==> config.mk <==
export PLATFORM = sky130hd
export DESIGN_NAME = vxe_axi4mas_biu_ot
export DESIGN_NICKNAME = d
export VERILOG_FILES = /design/src/rtl/vxe_axi4mas_pkg.sv /design/src/rtl/vxe_axi4mas_otcnt.sv /design/src/rtl/vxe_axi4mas_biu_ot.sv
export SDC_FILE = /design/constraint.sdc
export NUM_CORES = 1
export LEC_CHECK = 0
export BUFFER_PORTS_ARGS = -buffer_cell sky130_fd_sc_hd__buf_2
export CORE_AREA = 2 2 159 161
export DETAILED_ROUTE_END_ITERATION = 10
export DIE_AREA = 0 0 161 163
export PLACE_DENSITY_LB_ADDON = 0.12
export SETUP_SLACK_MARGIN = 0.3
export SYNTH_ARGS = -nofsm -noshare
export SYNTH_HDL_FRONTEND = slang
export SYNTH_SLANG_ARGS = --single-unit
==> constraint.sdc <==
create_clock -name M_AXI4_ACLK -period 11.2 [get_ports M_AXI4_ACLK]
set_input_delay 1.12 -clock M_AXI4_ACLK [delete_from_list [all_inputs] [get_ports M_AXI4_ACLK]]
set_output_delay 1.12 -clock M_AXI4_ACLK [all_outputs]
set_load 0.02 [all_outputs]
==> src/rtl/vxe_axi4mas_pkg.sv <==
// Shared constants and helpers for the VxEngine AXI4 master BIU.
// AXI response codes, fixed attribute values and the beat-size helper.
package vxe_axi4mas_pkg;

    localparam logic [1:0] RESP_OKAY   = 2'b00;
    localparam logic [1:0] RESP_EXOKAY = 2'b01;
    localparam logic [1:0] RESP_SLVERR = 2'b10;
    localparam logic [1:0] RESP_DECERR = 2'b11;

    localparam logic [1:0] BURST_FIXED = 2'b00;
    localparam logic [1:0] BURST_INCR  = 2'b01;
    localparam logic [1:0] BURST_WRAP  = 2'b10;

    localparam logic [7:0] LEN_SINGLE  = 8'h00;
    localparam logic [3:0] CACHE_DEVNB = 4'b0000;
    localparam logic [2:0] PROT_NSEC   = 3'b010;

    // AxSIZE encoding for a full-width beat of dw bits (8..1024).
    function automatic logic [2:0] bsz_log2(input int unsigned dw);
        logic [2:0] r;
        r = 3'd0;
        for (int i = 0; i < 8; i++) begin
            if ((32'd8 << i) == dw) begin
                r = 3'(i);
            end
        end
        return r;
    endfunction

    // SLVERR and DECERR are the error responses.
    function automatic logic resp_is_err(input logic [1:0] r);
        logic e;
        e = 1'b0;
        unique case (r)
            RESP_OKAY, RESP_EXOKAY:  e = 1'b0;
            RESP_SLVERR, RESP_DECERR: e = 1'b1;
            default:                 e = 1'b0;
        endcase
        return e;
    endfunction

endpackage

==> src/rtl/vxe_axi4mas_otcnt.sv <==
// Outstanding-transaction credit counter for one AXI direction.
// Counts up on issue, down on response, never underflows.
module vxe_axi4mas_otcnt
    import vxe_axi4mas_pkg::*;
#(
    parameter int unsigned MAX = 4,
    parameter int unsigned W   = $clog2(MAX + 1)
) (
    input  logic         clk_i,
    input  logic         rst_i,
    input  logic         inc_i,
    input  logic         dec_i,
    output logic [W-1:0] cnt_o,
    output logic         full_o,
    output logic         zero_o
);

    logic [W-1:0] cnt_q;
    logic [W-1:0] cnt_d;

    // Next count: inc and dec together cancel; dec at zero holds zero.
    always_comb begin
        cnt_d = cnt_q;
        if (inc_i && !dec_i) begin
            cnt_d = cnt_q + 1'b1;
        end else if (dec_i && !inc_i && (cnt_q != '0)) begin
            cnt_d = cnt_q - 1'b1;
        end
    end

    // Count register, cleared asynchronously.
    always_ff @(posedge clk_i or posedge rst_i) begin
        if (rst_i) begin
            cnt_q <= '0;
        end else begin
            cnt_q <= cnt_d;
        end
    end

    assign cnt_o  = cnt_q;
    assign full_o = (cnt_q == W'(MAX));
    assign zero_o = (cnt_q == '0);

endmodule

==> src/rtl/vxe_axi4mas_biu_ot.sv <==
// Pipelined single-beat AXI4 master BIU with per-direction credit limit.
// Optional error counters: define VXE_AXI4MAS_BIU_ERRCNT_EN.
module vxe_axi4mas_biu_ot
    import vxe_axi4mas_pkg::*;
#(
    parameter int unsigned ADDR_WIDTH = 32,
    parameter int unsigned DATA_WIDTH = 32,
    parameter int unsigned ID_WIDTH   = 8,
    parameter int unsigned CID_WIDTH  = 8,
    parameter int unsigned MAX_OUTST  = 4,
    localparam int unsigned CNT_W     = $clog2(MAX_OUTST + 1),
    localparam int unsigned STRB_W    = DATA_WIDTH / 8
) (
    input  logic                  M_AXI4_ACLK,
    input  logic                  M_AXI4_ARESET,

    output logic [ID_WIDTH-1:0]   M_AXI4_AWID,
    output logic [ADDR_WIDTH-1:0] M_AXI4_AWADDR,
    output logic [7:0]            M_AXI4_AWLEN,
    output logic [2:0]            M_AXI4_AWSIZE,
    output logic [1:0]            M_AXI4_AWBURST,
    output logic                  M_AXI4_AWLOCK,
    output logic [3:0]            M_AXI4_AWCACHE,
    output logic [2:0]            M_AXI4_AWPROT,
    output logic                  M_AXI4_AWVALID,
    input  logic                  M_AXI4_AWREADY,

    output logic [DATA_WIDTH-1:0] M_AXI4_WDATA,
    output logic [STRB_W-1:0]     M_AXI4_WSTRB,
    output logic                  M_AXI4_WLAST,
    output logic                  M_AXI4_WVALID,
    input  logic                  M_AXI4_WREADY,

    input  logic [ID_WIDTH-1:0]   M_AXI4_BID,
    input  logic [1:0]            M_AXI4_BRESP,
    input  logic                  M_AXI4_BVALID,
    output logic                  M_AXI4_BREADY,

    output logic [ID_WIDTH-1:0]   M_AXI4_ARID,
    output logic [ADDR_WIDTH-1:0] M_AXI4_ARADDR,
    output logic [7:0]            M_AXI4_ARLEN,
    output logic [2:0]            M_AXI4_ARSIZE,
    output logic [1:0]            M_AXI4_ARBURST,
    output logic                  M_AXI4_ARLOCK,
    output logic [3:0]            M_AXI4_ARCACHE,
    output logic [2:0]            M_AXI4_ARPROT,
    output logic                  M_AXI4_ARVALID,
    input  logic                  M_AXI4_ARREADY,

    input  logic [ID_WIDTH-1:0]   M_AXI4_RID,
    input  logic [DATA_WIDTH-1:0] M_AXI4_RDATA,
    input  logic [1:0]            M_AXI4_RRESP,
    input  logic                  M_AXI4_RLAST,
    input  logic                  M_AXI4_RVALID,
    output logic                  M_AXI4_RREADY,

    input  logic [CID_WIDTH-1:0]  biu_awcid,
    input  logic [ADDR_WIDTH-1:0] biu_awaddr,
    input  logic [DATA_WIDTH-1:0] biu_awdata,
    input  logic [STRB_W-1:0]     biu_awstrb,
    input  logic                  biu_awvalid,
    output logic                  biu_awpop,

    output logic [CID_WIDTH-1:0]  biu_bcid,
    output logic [1:0]            biu_bresp,
    output logic                  biu_bpush,
    input  logic                  biu_bready,

    input  logic [CID_WIDTH-1:0]  biu_arcid,
    input  logic [ADDR_WIDTH-1:0] biu_araddr,
    input  logic                  biu_arvalid,
    output logic                  biu_arpop,

    output logic [CID_WIDTH-1:0]  biu_rcid,
    output logic [DATA_WIDTH-1:0] biu_rdata,
    output logic [1:0]            biu_rresp,
    output logic                  biu_rpush,
    input  logic                  biu_rready,

    output logic [CNT_W-1:0]      wr_outst,
    output logic [CNT_W-1:0]      rd_outst,
`ifdef VXE_AXI4MAS_BIU_ERRCNT_EN
    input  logic                  err_clr,
    output logic [15:0]           wr_errcnt,
    output logic [15:0]           rd_errcnt,
`endif
    output logic                  biu_idle
);

    localparam logic [2:0] AX_SIZE = bsz_log2(DATA_WIDTH);

    logic                  clk;
    logic                  rst;

    logic [ID_WIDTH-1:0]   awid_q;
    logic [ADDR_WIDTH-1:0] awaddr_q;
    logic [DATA_WIDTH-1:0] wdata_q;
    logic [STRB_W-1:0]     wstrb_q;
    logic                  awvalid_q, awvalid_d;
    logic                  wvalid_q, wvalid_d;

    logic [ID_WIDTH-1:0]   arid_q;
    logic [ADDR_WIDTH-1:0] araddr_q;
    logic                  arvalid_q, arvalid_d;

    logic [CID_WIDTH-1:0]  bcid_q;
    logic [1:0]            bresp_q;
    logic                  bpush_q;
    logic [CID_WIDTH-1:0]  rcid_q;
    logic [DATA_WIDTH-1:0] rdata_q;
    logic [1:0]            rresp_q;
    logic                  rpush_q;

    logic                  wr_free, wr_issue, wr_full, wr_zero;
    logic                  rd_free, rd_issue, rd_full, rd_zero;
    logic                  b_hs, r_hs;
    logic                  unused_sig;

    assign clk = M_AXI4_ACLK;
    assign rst = M_AXI4_ARESET;

    // Upper ID bits and RLAST carry no information for single-beat use.
    assign unused_sig = ^{M_AXI4_BID, M_AXI4_RID, M_AXI4_RLAST};

    assign b_hs = M_AXI4_BVALID && biu_bready;
    assign r_hs = M_AXI4_RVALID && biu_rready;

    // A channel pair is free once every pending valid is accepted now.
    assign wr_free  = (!awvalid_q || M_AXI4_AWREADY)
                   && (!wvalid_q || M_AXI4_WREADY);
    assign wr_issue = wr_free && biu_awvalid && !wr_full;
    assign rd_free  = !arvalid_q || M_AXI4_ARREADY;
    assign rd_issue = rd_free && biu_arvalid && !rd_full;

    // Write valids: issue sets both, each drops on its own handshake.
    always_comb begin
        awvalid_d = awvalid_q && !M_AXI4_AWREADY;
        wvalid_d  = wvalid_q && !M_AXI4_WREADY;
        if (wr_issue) begin
            awvalid_d = 1'b1;
            wvalid_d  = 1'b1;
        end else if (wr_free) begin
            awvalid_d = 1'b0;
            wvalid_d  = 1'b0;
        end
    end

    // Read valid: issue sets, handshake clears.
    always_comb begin
        arvalid_d = arvalid_q && !M_AXI4_ARREADY;
        if (rd_issue) begin
            arvalid_d = 1'b1;
        end else if (rd_free) begin
            arvalid_d = 1'b0;
        end
    end

    // Write address/data registers, loaded on issue.
    always_ff @(posedge clk or posedge rst) begin
        if (rst) begin
            awid_q    <= '0;
            awaddr_q  <= '0;
            wdata_q   <= '0;
            wstrb_q   <= '0;
            awvalid_q <= 1'b0;
            wvalid_q  <= 1'b0;
        end else begin
            awvalid_q <= awvalid_d;
            wvalid_q  <= wvalid_d;
            if (wr_issue) begin
                awid_q   <= ID_WIDTH'(biu_awcid);
                awaddr_q <= biu_awaddr;
                wdata_q  <= biu_awdata;
                wstrb_q  <= biu_awstrb;
            end
        end
    end

    // Read address registers, loaded on issue.
    always_ff @(posedge clk or posedge rst) begin
        if (rst) begin
            arid_q    <= '0;
            araddr_q  <= '0;
            arvalid_q <= 1'b0;
        end else begin
            arvalid_q <= arvalid_d;
            if (rd_issue) begin
                arid_q   <= ID_WIDTH'(biu_arcid);
                araddr_q <= biu_araddr;
            end
        end
    end

    // Write response capture with a one-cycle push pulse.
    always_ff @(posedge clk or posedge rst) begin
        if (rst) begin
            bcid_q  <= '0;
            bresp_q <= '0;
            bpush_q <= 1'b0;
        end else begin
            bpush_q <= b_hs;
            if (b_hs) begin
                bcid_q  <= M_AXI4_BID[CID_WIDTH-1:0];
                bresp_q <= M_AXI4_BRESP;
            end
        end
    end

    // Read response capture with a one-cycle push pulse.
    always_ff @(posedge clk or posedge rst) begin
        if (rst) begin
            rcid_q  <= '0;
            rdata_q <= '0;
            rresp_q <= '0;
            rpush_q <= 1'b0;
        end else begin
            rpush_q <= r_hs;
            if (r_hs) begin
                rcid_q  <= M_AXI4_RID[CID_WIDTH-1:0];
                rdata_q <= M_AXI4_RDATA;
                rresp_q <= M_AXI4_RRESP;
            end
        end
    end

    vxe_axi4mas_otcnt #(
        .MAX (MAX_OUTST),
        .W   (CNT_W)
    ) u_wr_cnt (
        .clk_i  (clk),
        .rst_i  (rst),
        .inc_i  (wr_issue),
        .dec_i  (b_hs),
        .cnt_o  (wr_outst),
        .full_o (wr_full),
        .zero_o (wr_zero)
    );

    vxe_axi4mas_otcnt #(
        .MAX (MAX_OUTST),
        .W   (CNT_W)
    ) u_rd_cnt (
        .clk_i  (clk),
        .rst_i  (rst),
        .inc_i  (rd_issue),
        .dec_i  (r_hs),
        .cnt_o  (rd_outst),
        .full_o (rd_full),
        .zero_o (rd_zero)
    );

`ifdef VXE_AXI4MAS_BIU_ERRCNT_EN
    logic [15:0] wr_errcnt_q;
    logic [15:0] rd_errcnt_q;

    // Saturating error-response counters; clear wins over increment.
    always_ff @(posedge clk or posedge rst) begin
        if (rst) begin
            wr_errcnt_q <= '0;
            rd_errcnt_q <= '0;
        end else if (err_clr) begin
            wr_errcnt_q <= '0;
            rd_errcnt_q <= '0;
        end else begin
            if (b_hs && resp_is_err(M_AXI4_BRESP)
                && (wr_errcnt_q != 16'hFFFF)) begin
                wr_errcnt_q <= wr_errcnt_q + 16'd1;
            end
            if (r_hs && resp_is_err(M_AXI4_RRESP)
                && (rd_errcnt_q != 16'hFFFF)) begin
                rd_errcnt_q <= rd_errcnt_q + 16'd1;
            end
        end
    end

    assign wr_errcnt = wr_errcnt_q;
    assign rd_errcnt = rd_errcnt_q;
`endif

    assign M_AXI4_AWID    = awid_q;
    assign M_AXI4_AWADDR  = awaddr_q;
    assign M_AXI4_AWLEN   = LEN_SINGLE;
    assign M_AXI4_AWSIZE  = AX_SIZE;
    assign M_AXI4_AWBURST = BURST_FIXED;
    assign M_AXI4_AWLOCK  = 1'b0;
    assign M_AXI4_AWCACHE = CACHE_DEVNB;
    assign M_AXI4_AWPROT  = PROT_NSEC;
    assign M_AXI4_AWVALID = awvalid_q;

    assign M_AXI4_WDATA   = wdata_q;
    assign M_AXI4_WSTRB   = wstrb_q;
    assign M_AXI4_WLAST   = 1'b1;
    assign M_AXI4_WVALID  = wvalid_q;

    assign M_AXI4_BREADY  = biu_bready;

    assign M_AXI4_ARID    = arid_q;
    assign M_AXI4_ARADDR  = araddr_q;
    assign M_AXI4_ARLEN   = LEN_SINGLE;
    assign M_AXI4_ARSIZE  = AX_SIZE;
    assign M_AXI4_ARBURST = BURST_FIXED;
    assign M_AXI4_ARLOCK  = 1'b0;
    assign M_AXI4_ARCACHE = CACHE_DEVNB;
    assign M_AXI4_ARPROT  = PROT_NSEC;
    assign M_AXI4_ARVALID = arvalid_q;

    assign M_AXI4_RREADY  = biu_rready;

    assign biu_awpop = wr_issue;
    assign biu_arpop = rd_issue;
    assign biu_bcid  = bcid_q;
    assign biu_bresp = bresp_q;
    assign biu_bpush = bpush_q;
    assign biu_rcid  = rcid_q;
    assign biu_rdata = rdata_q;
    assign biu_rresp = rresp_q;
    assign biu_rpush = rpush_q;

    assign biu_idle = !awvalid_q && !wvalid_q && !arvalid_q
                   && wr_zero && rd_zero;

endmodule

==> flow_summary.yaml <==
clock_network:
  clkSinkCount: 179
  hold_buffers: 0
  htree_levels: 4
  cts_buffer_depth: 2
  cts_resized: 0
  clk_pin_slew_ps: 70
  post_cts_buffers: 0
  numCtsBuffers: 17
  worst_skew_pair.late_latency_ps: 420
  cts_tree: "done"
  clockRootBuffer: "clkbuf_16"
finish:
  layout.nets: 1120
  syn2layout_area_growth_pct: 35.2
  drive_gt1_frac: 0.545
  postLayoutCoreUtil: 0.398
  final_cells: 1280
  design_area_sq_um: 9830
place:
  gp_congestion: 0.737
  hpwl_microns: 14100
  placed_area_sq_um: 9220
  dp_cells: 1249
  port_buffers: 362
floorplanning:
  die_w_microns: 161
  rows: 58
  ios: 407
  coreArea_sq_um: 24700
  start_util: 0.295
  die_h_microns: 163
  dieArea_sq_um: 26200
timing:
  fmax_mhz: 244
  setup_viol: 0
  fin_crit_sh: 0.366
  tightest_slew_ps: 985
  period_minus_slack_ps: 4100
  rsz0062_at_grt: "no"
  slew_headroom: 0.343
  clock_skew_ps: 10.1
  hold_violations: 0
  tns_ps: 0
  holdWs_ps: 470
  drv_slew: 0
synth:
  ys_seq_elements: 179
  synthTopCellsByArea: "dfrtp_1 (62%), mux2_2 (17%), nand2_1 (8.1%), buf_4 (4.8%), mux2_1 (1.1%)"
  ys.warnings.count: 0
  synth-main-ff-cell: "dfrtp_1"
  yosysSeqAreaShare: 0.616
  synth-edff-count: 0
  synth_cell_types: 40
  synthCells: 581
  syn-cell-area_sq_um: 7270
  synth_area_leader_cell: "dfrtp_1"
  ys_async_sr_fraction: 1.00
  avgSynthCellArea_sq_um: 12.5
  synth.top_cell.area_share: 0.616
global_routing:
  grt_pass1_vias: 5422
  grt_first_pass_wirelength_microns: 30100
  grt_start_max_net_pins: 77
  overflow: 0
  antenna_found_initial: 0
  grt_use_total: 0.148
routing:
  vias_per_cell: 4.22
  drt-initial-drc-count: 277
  vias: 5399
  drc: 0
  drt_wl_total_microns: 19400
  ant_nets: 0
  post_drt_wl_per_cell_microns: 15.2
  drt_first_pass_iters: 4
worst_setup_path:
  timing.rr.end: "u_rd_cnt.cnt_o[2]"
  r2r_start: "u_rd_cnt.cnt_o[2]"
  r2r.worst_path.cells: 8
  cp_data_arrival_time_ps: 2980
  reg2reg_slack_ps: 7840
  path_class: "in -> out"
  worstSetupStartpointType: "input port"
  critPathRequiredTime_ps: 10080
  cp-end-kind: "primary output"
  worstPathMaxFanout: 45
flow_run:
  drv_cap: 0
power:
  ir_drop_mv: 0.134
  power.leakage_uw: 0.00508
  power_density_nw_per_um2: 273
worst_hold_path:
  min-delay-start: "M_AXI4_ARADDR[0]"
  min_to: "M_AXI4_ARADDR[0]"
  hold_depth: 2
  min_path_type: "reg -> reg"
outcome:
  status: "complete, no violations"
[flip-flops by register name, summed over array words and instances (netlist names), 2 cells and up]
name / flops
M_AXI4_ARADDR: 32
M_AXI4_AWADDR: 32
M_AXI4_WDATA: 32
biu_rdata: 32
M_AXI4_ARID: 8
M_AXI4_AWID: 8
biu_bcid: 8
biu_rcid: 8
M_AXI4_WSTRB: 4
u_rd_cnt.cnt_o: 3
u_wr_cnt.cnt_o: 3
biu_bresp: 2
biu_rresp: 2
[cells in the mapped netlist (all sizes together) (3+ instances only)]
cell,number
mux2,118
nor2,8
o21ai,5
dfrtp,179
a21oi,4
o22ai,3
nand3,3
buf,64
nand2,156
inv,6
clkbuf,4
[layout by cell type (no fill, tap or decap), types with 4 or more instances in the layout]
cell	netlist	routed
conb_1	2	43
buf_2	14	362
dfrtp_1	179	179
o21ai_0	5	5
mux2_1	7	7
a21oi_1	4	4
nand2_1	156	156
mux2_2	111	111
nor2_1	8	8
clkbuf_16	0	17
[power by group]
group	switching, uW	internal, uW	leakage (uW)
logic	635	402	0.00266
clock network	273	356	0.000289
registers	134	886	0.00213
total	1040	1640	0.00508
[critical path, stage by stage]
cell,delay (ps)
buf_2,70
nand2b_1,170
nand3_4,440
inv_2,800
buf_2,300
[logic make-up after synthesis]
kind of cell	synth area share
fa+ha+maj	0.00551
xor+xnor	0.00241
compound gates	0.0231
flops	0.616
mux	0.186
buf+inv	0.0654
other cells	0.00103
simple gates	0.101
[area by class of cell]
class / count / area [sq um]
tap: 330 / 413
timing repair buffer: 365 / 1830
multi-input combinational: 369 / 2470
clock buffer: 18 / 429
inverter: 6 / 27.5
fill: 2499 / 14800
clock inverter: 12 / 174
sequential: 179 / 4480
antenna: 1 / 2.50
[stage by stage]
step | power, uW | setup slack (ps)
2_1_floorplan | 1710 | 5220
3_3_place_gp | 2080 | 6990
3_5_place_dp | 2090 | 7030
4_1_cts | 2730 | 7010
5_1_grt | 2860 | 6900
6_report | 2690 | 7100
[routing by layer]
metal  track usage  part of all wire  vias to the layer above
met5             0                 0                        -
met4        0.0544             0.014                        0
met3        0.0576              0.10                       15
met2         0.242              0.48                      251
met1         0.178              0.41                     2569
li1              -                 -                     2564
[worst max path at each step]
stage	from	endpoint	slack [ps]	depth (start not counted)
CTS	M_AXI4_ARREADY	biu_arpop	7010	5
global placement	M_AXI4_ARREADY	biu_arpop	6990	5
finish	M_AXI4_ARREADY	biu_arpop	7100	5
global route	M_AXI4_ARREADY	biu_arpop	6900	5
floorplan	M_AXI4_ARESET	M_AXI4_ARADDR[0]	5220	1
detailed placement	M_AXI4_ARREADY	biu_arpop	7030	5
(Power assumes the default switching activity.)
